[src/rtl/instr_sequencer.sv]
`default_nettype none
// ============================================================================
// Module   : instr_sequencer
// Purpose  : Plays back stored robot instructions from the instruction FIFO.
//            Pops one entry at a time and drives it to the motor outputs for
//            STEP_CYCLES run cycles, idles the motors for GAP_CYCLES between
//            entries, and reports progress and completion. Supports pause
//            (level) and abort (pulse).
// Revision : 1.0 - initial release
// ----------------------------------------------------------------------------
// Ports
//   CLOCK50     in   1  system clock, rising edge
//   rst_n       in   1  asynchronous active-low reset
//   start       in   1  one-cycle pulse, begins playback from IDLE
//   abort       in   1  one-cycle pulse, cancels playback
//   pause       in   1  level, freezes RUN/GAP while high
//   fifo_empty  in   1  FIFO empty flag
//   fifo_data   in   4  FIFO read data {torque[1:0], dir[1:0]}
//   fifo_re     out  1  FIFO read strobe (one cycle per pop)
//   busy        out  1  high in every state except IDLE
//   cmd_valid   out  1  current command is driving the motors
//   cmd_dir     out  2  current direction (0 when cmd_valid=0)
//   cmd_torque  out  2  current torque (0 when cmd_valid=0)
//   step_count  out  8  entries loaded since last start, saturating
//   done        out  1  one-cycle pulse on normal completion
// ============================================================================
module instr_sequencer #(
  parameter int STEP_CYCLES = 50_000_000,
  parameter int GAP_CYCLES  = 5_000_000
) (
  input  logic       CLOCK50,
  input  logic       rst_n,
  input  logic       start,
  input  logic       abort,
  input  logic       pause,
  input  logic       fifo_empty,
  input  logic [3:0] fifo_data,
  output logic       fifo_re,
  output logic       busy,
  output logic       cmd_valid,
  output logic [1:0] cmd_dir,
  output logic [1:0] cmd_torque,
  output logic [7:0] step_count,
  output logic       done
);

  localparam int MAX_CYC = (STEP_CYCLES > GAP_CYCLES) ? STEP_CYCLES : GAP_CYCLES;
  localparam int TW      = $clog2(MAX_CYC + 1);

  localparam logic [TW-1:0] STEP_LOAD = TW'(STEP_CYCLES - 1);
  // With no gap the GAP state is never entered; the reload value is unused.
  localparam logic [TW-1:0] GAP_LOAD  = (GAP_CYCLES > 0) ? TW'(GAP_CYCLES - 1) : '0;

  typedef enum logic [2:0] {
    S_IDLE  = 3'd0,
    S_FETCH = 3'd1,
    S_LOAD  = 3'd2,
    S_RUN   = 3'd3,
    S_GAP   = 3'd4,
    S_DONE  = 3'd5
  } state_t;

  state_t        state_q, state_d;
  logic [TW-1:0] timer_q, timer_d;
  logic [3:0]    cmd_q, cmd_d;
  logic [7:0]    cnt_q, cnt_d;
  // pause is registered so that cmd_valid depends only on flops. A cycle is
  // "paused" when pause was high during the previous cycle; both the timer
  // freeze and the cmd_valid mask use this same registered view.
  logic          pause_q;

  always_ff @(posedge CLOCK50 or negedge rst_n) begin
    if (!rst_n) begin
      state_q <= S_IDLE;
      timer_q <= '0;
      cmd_q   <= '0;
      cnt_q   <= '0;
      pause_q <= 1'b0;
    end else begin
      state_q <= state_d;
      timer_q <= timer_d;
      cmd_q   <= cmd_d;
      cnt_q   <= cnt_d;
      pause_q <= pause;
    end
  end

  always_comb begin
    state_d = state_q;
    timer_d = timer_q;
    cmd_d   = cmd_q;
    cnt_d   = cnt_q;

    // abort outranks pause and expiry; step_count is left untouched.
    if (abort && (state_q != S_IDLE)) begin
      state_d = S_IDLE;
      cmd_d   = '0;
    end else begin
      case (state_q)
        S_IDLE: begin
          if (start) begin
            cnt_d   = '0;
            state_d = fifo_empty ? S_DONE : S_FETCH;
          end
        end
        S_FETCH: state_d = S_LOAD;
        S_LOAD: begin
          cmd_d   = fifo_data;
          timer_d = STEP_LOAD;
          state_d = S_RUN;
          if (cnt_q != 8'hFF) begin
            cnt_d = cnt_q + 8'd1;
          end
        end
        S_RUN: begin
          if (!pause_q) begin
            if (timer_q == '0) begin
              if (fifo_empty) begin
                state_d = S_DONE;
              end else if (GAP_CYCLES == 0) begin
                state_d = S_FETCH;
              end else begin
                state_d = S_GAP;
                timer_d = GAP_LOAD;
              end
            end else begin
              timer_d = timer_q - TW'(1);
            end
          end
        end
        S_GAP: begin
          if (!pause_q) begin
            if (timer_q == '0) begin
              state_d = fifo_empty ? S_DONE : S_FETCH;
            end else begin
              timer_d = timer_q - TW'(1);
            end
          end
        end
        S_DONE:  state_d = S_IDLE;
        default: state_d = S_IDLE;
      endcase
    end
  end

  assign fifo_re    = (state_q == S_FETCH);
  assign busy       = (state_q != S_IDLE);
  assign cmd_valid  = (state_q == S_RUN) && !pause_q;
  assign cmd_dir    = cmd_valid ? cmd_q[1:0] : 2'b00;
  assign cmd_torque = cmd_valid ? cmd_q[3:2] : 2'b00;
  assign step_count = cnt_q;
  assign done       = (state_q == S_DONE);

endmodule
`default_nettype wire

[config.mk]
export PLATFORM = sky130hd
export DESIGN_NAME = instr_sequencer
export DESIGN_NICKNAME = d
export VERILOG_FILES = /design/src/rtl/instr_sequencer.sv
export SDC_FILE = /design/constraint.sdc
export NUM_CORES = 1
export LEC_CHECK = 0
export CAP_MARGIN = 20
export CORE_MARGIN = 1
export CORE_UTILIZATION = 40
export DETAILED_ROUTE_END_ITERATION = 12
export PLACE_DENSITY_LB_ADDON = 0.08
export SLEW_MARGIN = 0
export SYNTH_ARGS = -nofsm -noshare
export SYNTH_HDL_FRONTEND = slang
export SYNTH_SLANG_ARGS = --single-unit
[constraint.sdc]
create_clock -name CLOCK50 -period 4.4 [get_ports CLOCK50]
set_input_delay 0.88 -clock CLOCK50 [delete_from_list [all_inputs] [get_ports CLOCK50]]
set_output_delay 0.88 -clock CLOCK50 [all_outputs]
set_load 0.05 [all_outputs]
==> results of run 1 <==
cells by family after synthesis:
| group | Yosys count | share of synthesized area, % |
|---|---|---|
| XOR/XNOR | 5 | 1.60 |
| flip-flops | 42 | 38.3 |
| adder cells (fa/ha/maj) | 3 | 1.37 |
| buffers and inverters | 29 | 4.24 |
| AND/OR/NAND/NOR | 127 | 27.9 |
| AO/OA/AOI/OAI | 102 | 26.6 |
worst paths after layout:
path | start | endpoint | slack (ns)
setup / recovery | state_q[2]$_DFFE_PN0P_ | cmd_torque[1] | 1.06
hold / removal | cmd_q[0]$_DFFE_PN0P_ | cmd_q[0]$_DFFE_PN0P_ | 0.50
setup reg to reg | state_q[2]$_DFFE_PN0P_ | timer_q[7]$_DFFE_PN0P_ | 1.60
hold reg to reg | cmd_q[0]$_DFFE_PN0P_ | cmd_q[0]$_DFFE_PN0P_ | 0.50
max in group asynchronous | rst_n | cmd_q[2]$_DFFE_PN0P_ | 3.35
min in group asynchronous | rst_n | step_count[4]$_DFFE_PN0P_ | 0.56
sequential cells by signal, indices dropped and copies added, names as in the netlist:
register and flops:
cmd_q 4, step_count 8, state_q 3, pause_q 1
timer_q 26
per-layer routing:
layer	global-route usage, %	up-vias	share of wire (%)
li1	-	1245	-
met5	0	-	0
met2	35.8	105	46
met1	29.8	1279	46
met4	6.93	0	2.7
met3	3.40	17	5.2
final cells by class:
type | count | area, µm² | area share (%)
multi-input combinational | 237 | 1580 | 49.5
sequential | 42 | 1050 | 33.0
timing repair buffer | 27 | 280 | 8.81
tap | 77 | 96.3 | 3.03
clock buffer | 5 | 68.8 | 2.16
inverter | 17 | 63.8 | 2.01
clock inverter | 3 | 45.0 | 1.42
where the power goes:
group / total, W / internal, W / switching, W
Sequential: 0.000605 / 0.000466 / 0.000139
Combinational: 0.000597 / 0.000220 / 0.000377
Clock: 0.000318 / 0.000169 / 0.000149
Total: 0.00152 / 0.000855 / 0.000665
placed cells by master (no fill, tap or decap), types with 4 or more instances in the layout:
cell / instances
a31oi_1: 13
clkdlybuf4s50_1: 24
or4_1: 4
o2bb2ai_1: 9
xnor2_1: 5
o21ai_0: 12
nor3_1: 15
a211oi_1: 7
o31ai_1: 10
and2_1: 8
a22o_1: 5
nand3_1: 13
clkbuf_8: 5
inv_1: 17
dfrtp_1: 42
a21oi_1: 12
nand2_1: 22
nor2_1: 18
nand4_1: 8
o211ai_1: 9
nor4_1: 7
stage by stage:
stage | std cells | hold slack (ns) | setup WS, ns | power [W]
floorplan | 308 | 0.458 | 1.61 | 0.00102
global placement | 399 | 0.494 | 1.42 | 0.00120
detailed placement | 399 | 0.479 | 1.35 | 0.00120
CTS | 407 | 0.506 | 1.06 | 0.00152
global route | 408 | 0.530 | 0.867 | 0.00162
finish | 408 | 0.502 | 1.06 | 0.00152
worst max-delay path, stage by stage, from the launching register on:
cell	delay, ns
dfrtp_1	0.54
nand3b_1	0.30
nor2_1	0.31
and2_1	0.19
clkdlybuf4s50_1	0.81
==> run summary, run 1 <==
Final hold vios: 0
Synthesized instance count: 308
First-pass GRT wire length: 12.2 mm
Post-CTS setup buffers: 0
Max clock buf depth: 2
Post-route design area: 3180 µm²
Ports: 26
IR drop worst, VDD: 0.348 mV
Fraction of layout instances using a drive strength above 1: 8.76%
RSZ-0062 raised after global routing: false
Area contributors post-synth: dfrtp_1 (38%), nand2_1 (3.0%), a31oi_1 (3.0%), o2bb2ai_1 (2.9%), nor3_1 (2.7%)
Synth cell count leaders: dfrtp_1 (42), nand2_1 (22), nor2_1 (18)
Core Area: 6490 µm²
Detail Placement HPWL: 5.18 mm
H-tree depth: 2
DR vias: 2646
Crit Path Max Fanout: 15
Final Max Slew Viols: 0
CP Capture Type: output port
Asr flop ratio synth: 100%
Post-synthesis cell type count: 59
Vias in the first global route: 2374
PwrDens: 478 nW/µm²
Slew margin rel.: 35.9%
Initial core utilization: 42.2%
CTS Hold Bufs: 0
Syn_nets: 321
CTS clk-pin slew, worst paths: 0.09 ns
Worst Hold Depth: 1
CTS root buf: clkbuf_8
Sequential element share of the synthesized area: 38.3%
Diode count: 0
Final min period: 3.34 ns
Final setup viols: 0
Synth Warn #: 0
Drt pass-1 iters: 7
Row count: 29
Worst Reg2Reg Path Length in Cells: 5
Grt ovf: 0
Final Core Density: 49.0%
Die Y: 84.8 µm
Crit path required time: 3.52 ns
Cell taking the most area after synthesis: dfrtp_1
Layout Skew: 0.00622 ns
Gp weighted congestion: 0.874
Min-delay worst type: reg -> reg
Post-CTS Resized: 0
Crit Path Class: reg -> out
Area Overhead vs Synth: 16.0%
Filler cell count: 623
Setup TNS: 0 ns
Iter 0 DRT Violations: 236
Least-Margin Pin Slew: 0.955 ns
Yosys reg bits: 42
Post-synthesis average cell area: 8.91 µm²
# nets final: 343
Initial antenna violation count: 0
Ys flop type: dfrtp_1
EDFF count, synth: 0
Routed Antenna Nets: 0
Most frequent cell after synthesis: dfrtp_1
Global Route Usage Sum: 21.8%
Placed Area: 3040 µm²
Mapped cell area: 2740 µm²
Worst EP arrival: 2.46 ns
P_leak: 1.12 nW
Status: finished, final reports clean
DRC violations left: 0
Per-cell routed wire length: 18.6 µm
Clock buffer count from CTS: 5
Number of max-cap violations: 0
Die width: 84.8 µm
Startpoint types: flip-flop
Full die area: 7200 µm²
Total routed wirelength: 7.58 mm
Drt via density: 6.49
CTS Sinks: 42
Fin crit share: 75.9%
Synth top area share: 38.3%
Clock latency at the later pin of the worst-skew pair: 0.30 ns
CTS tree: done
Achievable frequency: 300 MHz
Largest net degree at the start of global routing: 43
I/O Buffers: 25
Power figures use the tool's default switching activity.
==> inputs of run 2 (changes only) <==
==> constraint.sdc (replaced) <==
create_clock -name CLOCK50 -period 2.7 [get_ports CLOCK50]
set_input_delay 0.54 -clock CLOCK50 [delete_from_list [all_inputs] [get_ports CLOCK50]]
set_output_delay 0.54 -clock CLOCK50 [all_outputs]
set_load 0.05 [all_outputs]
==> run 2 against run 1 <==
  * Utilization is 1.8 points higher
  * Worst setup slack worse by 0.92 ns
  * Via count shrank 0.76%
  * Power rose by 62%
  * Combinational power is 74% higher
  * Critical path depth decreased by 1
  * First-iteration DRC count rose by 14%
  * Largest power group is now combinational logic
  * Worst hold slack worse by 0.20 ns
  * Global-route usage grew 0.98 points
  * Flip-flop and latch count is the same
==> run summary, run 2 (synthesized netlist as in run 1, its figures left out) <==
Grt ovf: 0
IR drop worst, VDD: 0.490 mV
CP Capture Type: output port
H-tree depth: 2
CTS root buf: clkbuf_8
Row count: 29
# nets final: 365
Most frequent cells in the layout: dfrtp_1 (42), buf_4 (29), nand2_1 (22), nor2_1 (18), clkdlybuf4s50_1 (18)
Least-Margin Pin Slew: 0.807 ns
Internal power: 0.00136 W
Clock buffer count from CTS: 5
Gp weighted congestion: 0.888
Final setup viols: 0
Seq. cell area: 1050 µm²
Final Max Slew Viols: 0
Total routed wirelength: 7.83 mm
Layout Skew: 0.00528 ns
Largest net degree at the start of global routing: 43
Commonest non-fill, non-tap cell in the layout: dfrtp_1
DR vias: 2626
First-pass GRT wire length: 12.8 mm
Drt via density: 6.11
Initial core utilization: 42.2%
CTS Sinks: 42
Max clock buf depth: 2
Crit Path Class: reg -> out
Switch Pwr: 0.00110 W
Iter 0 DRT Violations: 269
Largest Register: timer_q
Sw Share: 44.8%
Filler cell count: 596
Clock latency at the later pin of the worst-skew pair: 0.30 ns
Initial antenna violation count: 0
Die width: 84.8 µm
Min-delay worst type: in -> async
Placed Area: 3200 µm²
Status: finished, final reports clean
I/O Buffers: 25
Clk pwr share: 17.6%
Vias in the first global route: 2501
Full die area: 7200 µm²
CP max stage cell: clkdlybuf4s50_1
CTS tree: done
Crit Path Max Fanout: 14
Startpoint types: flip-flop
CTS clk-pin slew, worst paths: 0.09 ns
Final hold vios: 0
DRC violations left: 0
Global Route Usage Sum: 22.8%
Max incr delay on CP: 0.83 ns
Drt pass-1 iters: 4
Fin crit share: 94.8%
Sequential power share: 40.1%
Comb power frac: 42.3%
Worst EP arrival: 2.02 ns
Fraction of layout instances using a drive strength above 1: 15.9%
Crit path required time: 2.16 ns
Post-route design area: 3300 µm²
Area Overhead vs Synth: 20.2%
Final min period: 2.56 ns
Diode count: 0
Number of max-cap violations: 0
Multi-input logic area: 1580 µm²
Core Area: 6490 µm²
Achievable frequency: 391 MHz
RSZ-0062 raised after global routing: false
Die Y: 84.8 µm
Detail Placement HPWL: 5.60 mm
P_leak: 1.24 nW
Critical path, cell by cell: inv_1 > nor3_1 > clkdlybuf4s50_1
Setup TNS: 0 ns
PwrDens: 747 nW/µm²
Routed Antenna Nets: 0
Ports: 26
Per-cell routed wire length: 18.2 µm
Max reg flops: 26
Final Core Density: 50.8%
Slew margin rel.: 45.7%
run 2: worst max-delay path: cells and delay by family, from the launching register on:
family	cells	cell delay, ns
flops	1	0.62
buf+inv	2	0.95
simple gates	1	0.15
run 2: worst paths after layout:
kind	start	to	slack (ns)	cells after the start
hold reg to reg	cmd_q[0]$_DFFE_PN0P_	cmd_q[0]$_DFFE_PN0P_	0.52	1
setup reg to reg	state_q[2]$_DFFE_PN0P_	timer_q[10]$_DFFE_PN0P_	0.26	5
setup / recovery	state_q[0]$_DFFE_PN0P_	fifo_re	0.14	3
min in group CLOCK50	cmd_q[0]$_DFFE_PN0P_	cmd_q[0]$_DFFE_PN0P_	0.52	1
max in group asynchronous	rst_n	timer_q[24]$_DFFE_PN0P_	2.03	2
hold / removal	rst_n	timer_q[12]$_DFFE_PN0P_	0.30	2
run 2: metal layers:
metal	vias to the layer above	share of wire (%)	wire [µm]	GRT usage, %
li1	1281	-	-	-
met1	1264	47	3680	32.0
met2	72	46	3640	36.7
met3	9	5.2	409	3.50
met4	0	1.3	102	6.32
met5	-	0	0	0
run 2: stage by stage:
step	cells	hold slack (ns)	power (W)	setup slack, ns
2_1_floorplan	308	0.244	0.00167	0.254
3_3_place_gp	422	0.493	0.00202	0.224
3_5_place_dp	422	0.494	0.00203	0.183
4_1_cts	430	0.333	0.00247	0.0837
5_1_grt	430	0.359	0.00263	0.0351
6_report	430	0.301	0.00246	0.139
run 2: what timing repair did:
item | in CTS | in global routing
endpoints found under the setup margin | 0 | 1
hold buffers | 0 | 0
setup buffers | 0 | 0
gates resized for setup | 0 | 1
run 2: cell type report:
type	instances	share of cell area [%]
multi-input combinational	237	47.8
sequential	42	31.9
timing repair buffer	49	12.6
tap	77	2.92
clock buffer	5	2.09
inverter	17	1.94
clock inverter	3	0.759
run 2: power by group through the flow:
stage          Sequential [W]  Clock [W]  Combinational (W)
3_3_place_gp         0.000990          0            0.00103
5_1_grt               0.00102   0.000468            0.00115
4_1_cts              0.000981   0.000443            0.00104
6_report             0.000989   0.000433            0.00104
2_1_floorplan        0.000925          0           0.000744
3_5_place_dp         0.000990          0            0.00104
==> inputs of run 3 (changes only) <==
--- a/config.mk
+++ b/config.mk
@@ -9,7 +9,7 @@
 export CORE_MARGIN = 1
 export CORE_UTILIZATION = 40
 export DETAILED_ROUTE_END_ITERATION = 12
-export PLACE_DENSITY_LB_ADDON = 0.08
+export PLACE_DENSITY = 0.59
 export SLEW_MARGIN = 0
 export SYNTH_ARGS = -nofsm -noshare
 export SYNTH_HDL_FRONTEND = slang
==> constraint.sdc (replaced) <==
create_clock -name CLOCK50 -period 2.7 [get_ports CLOCK50]
set_input_delay 0.54 -clock CLOCK50 [delete_from_list [all_inputs] [get_ports CLOCK50]]
set_output_delay 0.54 -clock CLOCK50 [all_outputs]
set_load 0.005 [all_outputs]
==> run 3 against run 2 <==
  * Critical path depth increased by 1
  * Largest cell class unchanged
  * Flip-flop and latch count unchanged
  * Clock skew is 0.0070 ns higher
==> run summary, run 3 (synthesized netlist as in run 1, its figures left out) <==
Row count: 29
Commonest non-fill, non-tap cell in the layout: dfrtp_1
Sequential power share: 42.0%
CTS tree: done
Multi-input logic area: 1580 µm²
Achievable frequency: 395 MHz
Drt pass-1 iters: 4
Gp weighted congestion: 0.952
Largest Register: timer_q
Critical path, cell by cell: nand3b_1 > nor2_2 > and2_1 > clkdlybuf4s50_1
Switch Pwr: 0.000936 W
IR drop worst, VDD: 0.374 mV
Fin crit share: 93.7%
R2r setup slk: 0.34 ns
Detail Placement HPWL: 5.63 mm
Die Y: 84.8 µm
CP Capture Type: output port
Crit Path Class: reg -> out
Layout Skew: 0.0123 ns
Area Overhead vs Synth: 19.7%
Clock buffer count from CTS: 5
CTS root buf: clkbuf_8
Die width: 84.8 µm
Max clock buf depth: 2
DR vias: 2653
Fraction of layout instances using a drive strength above 1: 13.8%
Final Core Density: 50.5%
R2r endpoint: timer_q[23]$_DFFE_PN0P_
Largest net degree at the start of global routing: 23
Max incr delay on CP: 0.52 ns
CP max stage cell: dfrtp_1
Initial core utilization: 42.2%
I/O Buffers: 25
Sw Share: 40.7%
Crit path required time: 2.16 ns
Internal power: 0.00137 W
Number of max-cap violations: 0
Clock latency at the later pin of the worst-skew pair: 0.29 ns
Fin worst setup slack: 0.169 ns
PwrDens: 701 nW/µm²
Global Route Usage Sum: 22.9%
Reg2Reg Launch Point: timer_q[12]$_DFFE_PN0P_
Non-Filler Instances: 426
Min-delay worst type: in -> async
Full die area: 7200 µm²
H-tree depth: 2
Ports: 26
P_leak: 1.20 nW
Final hold vios: 0
Final Max Slew Viols: 0
Final setup viols: 0
Least-Margin Pin Slew: 0.747 ns
Post-CTS setup buffers: 0
Cells after DPL: 420
Clk pwr share: 17.5%
Final min period: 2.53 ns
Initial antenna violation count: 0
Vias in the first global route: 2586
Status: finished, final reports clean
CTS Hold Bufs: 0
Startpoint types: flip-flop
Seq. cell area: 1050 µm²
Iter 0 DRT Violations: 187
Crit Path Max Fanout: 15
Per-cell routed wire length: 18.2 µm
Setup TNS: 0 ns
First-pass GRT wire length: 12.9 mm
DRC violations left: 0
CTS clk-pin slew, worst paths: 0.08 ns
Comb power frac: 40.5%
RSZ-0062 raised after global routing: false
Fin Hold WS: 0.210 ns
Worst Reg2Reg Path Length in Cells: 6
Pre-CTS setup slack: 0.235 ns
Most frequent cells in the layout: dfrtp_1 (42), clkdlybuf4s50_1 (24), nand2_1 (22), buf_4 (22)
CTS Sinks: 42
Routed Antenna Nets: 0
Filler cell count: 582
Core Area: 6490 µm²
# nets final: 363
Slew margin rel.: 49.8%
Max reg flops: 26
Diode count: 0
Worst EP arrival: 1.99 ns
Total routed wirelength: 7.74 mm
Drt via density: 6.23
Grt ovf: 0
## run 3: cell count changes in the layout (fill, tap and decap cells not counted), sizes merged
cell,change
dlymetal6s2s,-1
buf,-7
clkinv,-1
clkinvlp,-1
clkbuf,+1
inv,-1
clkdlybuf4s50,+6
## run 3: through the flow
stage,total power (W),area (µm²)
6_report,0.00230,3280
5_1_grt,0.00248,3280
4_1_cts,0.00231,3280
3_5_place_dp,0.00191,3200
3_3_place_gp,0.00190,3200
2_1_floorplan,0.00155,2740
## run 3: per-layer routing
metal	part of all wire [%]	vias to the layer above	global-route usage (%)	wire length (µm)
met5	0	-	0	0
met3	5.5	16	3.99	424
met2	45	98	36.8	3470
li1	-	1282	-	-
met1	47	1257	31.2	3670
met4	2.3	0	8.01	180
## run 3: what timing repair did
action,4_1_cts,5_1_grt
setup endpoints to repair,0,4
hold endpoints to repair,0,0
gates resized for setup,0,1
## run 3: power by group through the flow
stage	clock (W)	sequential [W]	combinational, W
2_1_floorplan	0	0.000889	0.000665
3_3_place_gp	0	0.000975	0.000921
3_5_place_dp	0	0.000975	0.000931
4_1_cts	0.000412	0.000965	0.000933
5_1_grt	0.000440	0.000996	0.00104
6_report	0.000403	0.000968	0.000932
## run 3: worst max path at each step
| stage | start | slack, ns | to | cells past startpoint |
|---|---|---|---|---|
| after floorplan | timer_q[0]$_DFFE_PN0P_ | 0.66 | timer_q[20]$_DFFE_PN0P_ | 7 |
| after global placement | fifo_empty | 0.22 | timer_q[2]$_DFFE_PN0P_ | 6 |
| after detailed placement | abort | 0.24 | step_count[7]$_DFFE_PN0P_ | 6 |
| after CTS | state_q[2]$_DFFE_PN0P_ | 0.08 | cmd_torque[0] | 4 |
| after global routing | state_q[2]$_DFFE_PN0P_ | 0.04 | cmd_torque[1] | 4 |
| final | state_q[2]$_DFFE_PN0P_ | 0.17 | cmd_torque[0] | 4 |
## run 3: area by class of cell
| class | count | share of cell area (%) |
|---|---|---|
| multi-input combinational | 237 | 48.1 |
| sequential | 42 | 32.0 |
| timing repair buffer | 47 | 12.5 |
| tap | 77 | 2.93 |
| clock buffer | 6 | 2.52 |
| inverter | 17 | 1.94 |
## run 3: worst max-delay path, delay by kind of cell (launching register included)
| kind | cells | cell delay [ns] |
|---|---|---|
| AND/OR/NAND/NOR | 3 | 0.69 |
| flip-flops | 1 | 0.52 |
| buffers and inverters | 1 | 0.50 |
